### config.mk
export PLATFORM = sky130hd
export DESIGN_NAME = dcache_ctrl_2way
export DESIGN_NICKNAME = d
export VERILOG_FILES = /design/src/rtl/dcache_pkg.sv /design/src/rtl/dcache_word_mux.sv /design/src/rtl/dcache_ctrl_2way.sv
export SDC_FILE = /design/constraint.sdc
export NUM_CORES = 2
export LEC_CHECK = 0
export BUFFER_PORTS_ARGS = -buffer_cell sky130_fd_sc_hd__buf_4
export CAP_MARGIN = 20
export CORE_AREA = 2 2 489 491
export CTS_BUF_LIST = sky130_fd_sc_hd__clkbuf_2 sky130_fd_sc_hd__clkbuf_4 sky130_fd_sc_hd__clkbuf_8
export DETAILED_ROUTE_END_ITERATION = 10
export DIE_AREA = 0 0 491 493
export PLACE_DENSITY = 0.3
export REMOVE_ABC_BUFFERS = 1
export SLEW_MARGIN = 20
export SYNTH_ARGS = -nofsm -noshare
export SYNTH_HDL_FRONTEND = slang
export SYNTH_SLANG_ARGS = --single-unit
export TNS_END_PERCENT = 50
### constraint.sdc
create_clock -name clk_i -period 42.7 [get_ports clk_i]
set_clock_uncertainty 0.2 [all_clocks]
set_input_delay 2.135 -clock clk_i [delete_from_list [all_inputs] [get_ports clk_i]]
set_output_delay 2.135 -clock clk_i [all_outputs]
set_load 0.03 [all_outputs]
### src/rtl/dcache_pkg.sv
// Shared types and constants for the 2-way data-cache controller.
// Line geometry, tag-field layout and the word-merge helper.
package dcache_pkg;

  localparam int IDX_W  = 4;
  localparam int OFF_W  = 5;
  localparam int TAG_W  = 32 - IDX_W - OFF_W;
  localparam int LINE_W = 256;
  localparam int WORD_W = 32;
  localparam int WSEL_W = 3;
  localparam int TAGF_W = TAG_W + 2;

  localparam int VALID_B = 24;
  localparam int DIRTY_B = 23;

  typedef enum logic [2:0] {
    S_IDLE,
    S_MISS,
    S_WB,
    S_REFILL,
    S_DONE
  } state_e;

  function automatic logic [LINE_W-1:0] word_merge(
    input logic [LINE_W-1:0] line,
    input logic [WSEL_W-1:0] word_idx,
    input logic [WORD_W-1:0] data
  );
    logic [LINE_W-1:0] r;
    r = line;
    r[{word_idx, 5'b0} +: WORD_W] = data;
    return r;
  endfunction

endpackage

### src/rtl/dcache_word_mux.sv
// Word select and word merge on one cache line.
// Serves load data extraction and store data merging.
module dcache_word_mux
  import dcache_pkg::*;
(
  input  logic [LINE_W-1:0] line_i,
  input  logic [WSEL_W-1:0] word_i,
  input  logic [WORD_W-1:0] data_i,
  output logic [WORD_W-1:0] word_o,
  output logic [LINE_W-1:0] merged_o
);

  assign word_o   = line_i[{word_i, 5'b0} +: WORD_W];
  assign merged_o = word_merge(line_i, word_i, data_i);

endmodule

### src/rtl/dcache_ctrl_2way.sv
// Data-cache controller: hit service, dirty writeback, refill, replay.
// Sits between the MEM stage and the 2-way, 16-set tag/data SRAM.
module dcache_ctrl_2way
  import dcache_pkg::*;
#(
  parameter int ADDR_W = 32,
  parameter int CNT_W  = 16
) (
  input  logic              clk_i,
  input  logic              rst_i,
  input  logic              cpu_req_i,
  input  logic              cpu_we_i,
  input  logic [ADDR_W-1:0] cpu_addr_i,
  input  logic [31:0]       cpu_data_i,
  output logic [31:0]       cpu_data_o,
  output logic              cpu_stall_o,
  output logic              sram_enable_o,
  output logic              sram_write_o,
  output logic [3:0]        sram_addr_o,
  output logic [24:0]       sram_tag_o,
  output logic [255:0]      sram_data_o,
  input  logic [24:0]       sram_tag_i,
  input  logic [255:0]      sram_data_i,
  input  logic              sram_hit_i,
  output logic              mem_enable_o,
  output logic              mem_write_o,
  output logic [ADDR_W-1:0] mem_addr_o,
  output logic [255:0]      mem_data_o,
  input  logic [255:0]      mem_data_i,
  input  logic              mem_ack_i,
  output logic [CNT_W-1:0]  hit_cnt_o,
  output logic [CNT_W-1:0]  miss_cnt_o
);

  state_e state_q, state_d;

  logic [TAG_W-1:0]  tag;
  logic [IDX_W-1:0]  idx;
  logic [WSEL_W-1:0] wsel;

  logic [TAG_W-1:0]  vtag_q;
  logic [LINE_W-1:0] vdata_q;
  logic [LINE_W-1:0] rdata_q;
  logic [CNT_W-1:0]  hit_cnt_q;
  logic [CNT_W-1:0]  miss_cnt_q;

  logic [LINE_W-1:0] mux_line;
  logic [WORD_W-1:0] mux_word;
  logic [LINE_W-1:0] mux_merged;

  logic idle_hit, idle_miss;

  logic              stall;
  logic              s_we;
  logic [TAGF_W-1:0] s_tag;
  logic [LINE_W-1:0] s_data;
  logic              m_en;
  logic              m_we;
  logic [ADDR_W-1:0] m_addr;
  logic [LINE_W-1:0] m_data;
  logic [WORD_W-1:0] c_data;

  logic unused_ok;

  assign tag  = cpu_addr_i[OFF_W+IDX_W +: TAG_W];
  assign idx  = cpu_addr_i[OFF_W +: IDX_W];
  assign wsel = cpu_addr_i[2 +: WSEL_W];
  assign unused_ok = ^cpu_addr_i[1:0];

  assign idle_hit  = (state_q == S_IDLE) & cpu_req_i & sram_hit_i;
  assign idle_miss = (state_q == S_IDLE) & cpu_req_i & ~sram_hit_i;

  // Refill merge works on the registered memory line, hits on the SRAM line.
  assign mux_line = (state_q == S_DONE) ? rdata_q : sram_data_i;

  dcache_word_mux u_mux (
    .line_i   (mux_line),
    .word_i   (wsel),
    .data_i   (cpu_data_i),
    .word_o   (mux_word),
    .merged_o (mux_merged)
  );

  always_comb begin
    state_d = state_q;
    stall   = 1'b0;
    s_we    = 1'b0;
    s_tag   = {2'b00, tag};
    s_data  = '0;
    m_en    = 1'b0;
    m_we    = 1'b0;
    m_addr  = '0;
    m_data  = '0;
    c_data  = '0;
    unique case (state_q)
      S_IDLE: begin
        if (idle_hit) begin
          if (cpu_we_i) begin
            s_we   = 1'b1;
            s_tag  = {1'b1, 1'b1, tag};
            s_data = mux_merged;
          end else begin
            c_data = mux_word;
          end
        end else if (idle_miss) begin
          stall   = 1'b1;
          state_d = S_MISS;
        end
      end
      S_MISS: begin
        stall = 1'b1;
        if (sram_tag_i[VALID_B] && sram_tag_i[DIRTY_B]) begin
          state_d = S_WB;
        end else begin
          state_d = S_REFILL;
        end
      end
      S_WB: begin
        stall  = 1'b1;
        m_en   = 1'b1;
        m_we   = 1'b1;
        m_addr = {vtag_q, idx, {OFF_W{1'b0}}};
        m_data = vdata_q;
        if (mem_ack_i) state_d = S_REFILL;
      end
      S_REFILL: begin
        stall  = 1'b1;
        m_en   = 1'b1;
        m_addr = {tag, idx, {OFF_W{1'b0}}};
        if (mem_ack_i) state_d = S_DONE;
      end
      S_DONE: begin
        stall   = 1'b1;
        s_we    = 1'b1;
        s_tag   = {1'b1, cpu_we_i, tag};
        s_data  = cpu_we_i ? mux_merged : rdata_q;
        state_d = S_IDLE;
      end
      default: state_d = S_IDLE;
    endcase
  end

  // Reset masks the handshake outputs at once, independent of the clock.
  assign cpu_stall_o   = stall & ~rst_i;
  assign sram_write_o  = s_we & ~rst_i;
  assign mem_enable_o  = m_en & ~rst_i;
  assign mem_write_o   = m_we & ~rst_i;
  assign cpu_data_o    = rst_i ? '0 : c_data;
  assign sram_tag_o    = s_tag;
  assign sram_data_o   = s_data;
  assign mem_addr_o    = m_addr;
  assign mem_data_o    = m_data;
  assign sram_addr_o   = idx;
  assign sram_enable_o = cpu_req_i | (state_q != S_IDLE);
  assign hit_cnt_o     = hit_cnt_q;
  assign miss_cnt_o    = miss_cnt_q;

  always_ff @(posedge clk_i or posedge rst_i) begin
    if (rst_i) begin
      state_q <= S_IDLE;
      vtag_q  <= '0;
      vdata_q <= '0;
      rdata_q <= '0;
    end else begin
      state_q <= state_d;
      if (state_q == S_MISS) begin
        vtag_q  <= sram_tag_i[TAG_W-1:0];
        vdata_q <= sram_data_i;
      end
      if (state_q == S_REFILL && mem_ack_i) begin
        rdata_q <= mem_data_i;
      end
    end
  end

  always_ff @(posedge clk_i or posedge rst_i) begin
    if (rst_i) begin
      hit_cnt_q  <= '0;
      miss_cnt_q <= '0;
    end else begin
      if (idle_hit && hit_cnt_q != '1) begin
        hit_cnt_q <= hit_cnt_q + CNT_W'(1);
      end
      if (idle_miss && miss_cnt_q != '1) begin
        miss_cnt_q <= miss_cnt_q + CNT_W'(1);
      end
    end
  end

endmodule

==> impl_metrics.py <==
metrics = {
    "yosys": {
        "async_flop_share_pct": 100,
        "synth_top_area_share_pct": 42.1,
        "yosys_warnings": 0,
        "synth-edff-count": 0,
        "synth_area_leaders": "dfrtp_1 (42%), mux2_2 (18%), mux4_2 (8.0%)",
        "synth-seq-cells": 570,
        "synth_top_area_cell": "dfrtp_1",
        "synthFlopType": "dfrtp_1",
        "syn_inst": 3222,
        "yosysSeqAreaShare_pct": 42.1,
        "syn_area_per_cell_um2": 10.5,
        "yosysUniqueCellTypes": 55,
        "syn-cell-area_um2": 33900,
    },
    "power": {
        "p_leak_nw": 21.9,
        "powerDensity_nw_per_um2": 67.4,
        "irDropWorstVdd_mv": 0.0505,
    },
    "floorplanning": {
        "dieArea_um2": 242000,
        "rows": 179,
        "floorplan.initialDensity_pct": 14.3,
        "die_x_um": 491,
        "ios": 1249,
        "die_h_um": 493,
        "core-area_um2": 237000,
    },
    "worst_setup_path": {
        "crit_path_end_kind": "output pin",
        "crit_path_start_kind": "input pin",
        "cp.arrival_ns": 7.47,
        "crit_fanout": 21,
        "cp.required_ns": 40.36,
        "critical_path_class": "input pin to output pin",
    },
    "global_route": {
        "top_usage_layer": "met2",
        "use_met3_pct": 7.96,
        "grt_usage_pct": 20.3,
        "grt_start_max_net_pins": 163,
        "grt_pass1_wl_mm": 334,
        "grt_pass1_vias": 34000,
        "antenna_found_initial": 57,
        "grt_use_met1_pct": 24.2,
        "overflow": 0,
        "grt_use_met2_pct": 34.5,
    },
    "routing": {
        "drt_wl_total_mm": 255,
        "drt_iter0_markers": 1980,
        "antenna_left": 0,
        "drc": 0,
        "dr_total_vias": 32900,
        "avgRoutedWirePerCell_um": 33.3,
        "routed_via_density": 4.29,
        "firstDrtPassIters": 5,
    },
    "clock_tree": {
        "cts_setup_buffers": 0,
        "cts_buffer_depth": 3,
        "clk_latency_ns": 0.89,
        "cts.repair.resized": 0,
        "clockRootBuffer": "clkbuf_8",
        "clock-sinks": 570,
        "cts_tree": "done",
        "h-tree-depth": 4,
        "ctsHoldBuffers": 0,
        "cts_buffers": 137,
        "clk_pin_slew_ns": 0.04,
    },
    "timing": {
        "slew_headroom_pct": 31.8,
        "period_minus_slack_ns": 9.80,
        "fin_setup_tns_ns": 0,
        "hold_viol_final": 0,
        "slew_viol_final": 0,
        "worst_pin_slew_ns": 1.02,
        "fin_crit_sh_pct": 23.0,
        "max_freq_mhz": 102,
        "rsz0062_at_grt": "false",
        "setup_violations": 0,
        "layout_setup_ws_ns": 32.90,
    },
    "place": {
        "gp_congestion": 0.827,
        "io_buffers": 1241,
        "placed_cell_area_um2": 46700,
        "post-place-ws_ns": 32.82,
        "dp_hpwl_mm": 186,
    },
    "final_layout": {
        "syn_to_final_growth_pct": 46.6,
        "regArea_um2": 14300,
        "drive_above_1_share_pct": 51.0,
        "stdcell_area_um2": 49700,
        "nFillCells": 26300,
        "nNetsFinal": 4977,
        "multi_input_area_um2": 18300,
    },
    "job": {
        "drv_cap": 0,
    },
    "min_path": {
        "hp-class": "flop to flop",
    },
    "run_status": {
        "status": "finished clean",
    },
}
final cells by class:
class / count / share of cell area (%)
clock inverters: 27 / 0.709
diodes: 24 / 0.121
well taps: 3167 / 7.97
clock buffers: 210 / 5.23
multi-input cells: 2316 / 36.9
inverters: 6 / 0.0755
repair buffers: 1334 / 20.3
flip-flops and latches: 570 / 28.7
layout by cell type (no fill, tap or decap), types with 7 or more instances in the layout:
master	netlist	final
a211oi_1	97	97
a21boi_4	0	8
a21oi_1	132	132
a22oi_1	50	50
a22oi_2	10	10
and2_1	261	260
and3_1	11	8
buf_4	37	1326
clkbuf_4	0	46
clkbuf_8	0	164
clkinv_2	0	7
dfrtp_1	570	569
diode_2	0	24
inv_8	0	7
mux2_2	539	539
mux2i_1	25	25
mux4_2	120	120
nand2_1	161	157
nand3_1	15	10
nand4_1	10	10
nor2_1	264	263
nor3_1	44	44
o211a_1	32	32
o21ai_0	317	317
o22ai_1	70	70
or3_1	61	61
xnor2_1	13	13
xor2_1	17	17
critical path, cell delays in order:
cell and delay (ns):
buf_8 0.27, inv_2 0.47, ha_1 0.42, ha_1 0.31, nor2b_1 0.59, nand3_4 0.68, nand2_4 0.75, buf_4 0.49
o22ai_1 0.15, a21oi_1 0.69, buf_4 0.29
final timing paths:
check	to	slack, ns	startpoint	depth (start not counted)
setup / recovery	sram_data_o[58]	32.90	cpu_addr_i[2]	11
hold / removal	vdata_q[80]$_DFFE_PP0P_	0.29	vdata_q[80]$_DFFE_PP0P_	1
setup reg to reg	rdata_q[88]$_DFFE_PP0P_	38.26	state_q[1]$_DFFE_PP0P_	5
hold reg to reg	vdata_q[80]$_DFFE_PP0P_	0.29	vdata_q[80]$_DFFE_PP0P_	1
max in group asynchronous	vdata_q[199]$_DFFE_PP0P_	37.34	rst_i	6
min in group asynchronous	rdata_q[222]$_DFFE_PP0P_	1.25	rst_i	2
power by group:
part	switching [W]	leakage, nW	internal (W)
clock	0.000323	1.55	0.000420
sequential	0.000184	6.81	0.000810
combinational	0.000940	13.6	0.000674
synth_stat cells (6+ instances only):
cell	n
a22oi_1	50
inv_1	6
nand3_1	15
a211oi_1	97
o21ai_0	317
nand2_1	161
nor3_1	44
mux4_2	120
clkbuf_1	197
mux2i_1	25
or3_1	61
o22ai_1	70
buf_2	73
xor2_1	17
and2_1	261
buf_4	37
a21oi_1	132
and3_1	11
xnor2_1	13
o211a_1	32
nor2_1	264
a22oi_2	10
nand4_1	10
buf_6	6
buf_1	19
dfrtp_1	570
mux2_2	539
nand2b_1	6
per-stage QoR:
step | hold slack, ns | util, % | power (W) | instances
floorplan | 0.272 | - | 0.00204 | 2892
global placement | 0.282 | 19.7 | 0.00263 | 7392
detailed placement | 0.287 | 19.7 | 0.00264 | 7392
CTS | 0.298 | 21.0 | 0.00341 | 7629
global route | 0.306 | 21.0 | 0.00353 | 7636
finish | 0.292 | 21.0 | 0.00335 | 7654
kinds of logic after synthesis:
logic type,synth area share [%]
other,0.0111
buffers and inverters,4.64
and+or+nand+nor,12.7
xor gates and xnor gates,0.775
DFF,42.1
adders and majority gates,0.184
muxes,26.6
AOI/OAI and AO/OA,13.1
per-layer routing:
metal	wire, um	share of wire [%]	up-vias
li1	-	-	14000
met1	103000	40	17000
met2	123000	48	1546
met3	24600	9.6	277
met4	5020	2.0	24
met5	173	0.068	-
flip-flops by register name (all words and copies together) (netlist names):
name,count
rdata_q,256
vdata_q,256
vtag_q,23
state_q,3
miss_cnt_o,16
hit_cnt_o,16
Note: power is estimated with default switching activity, not from simulation.
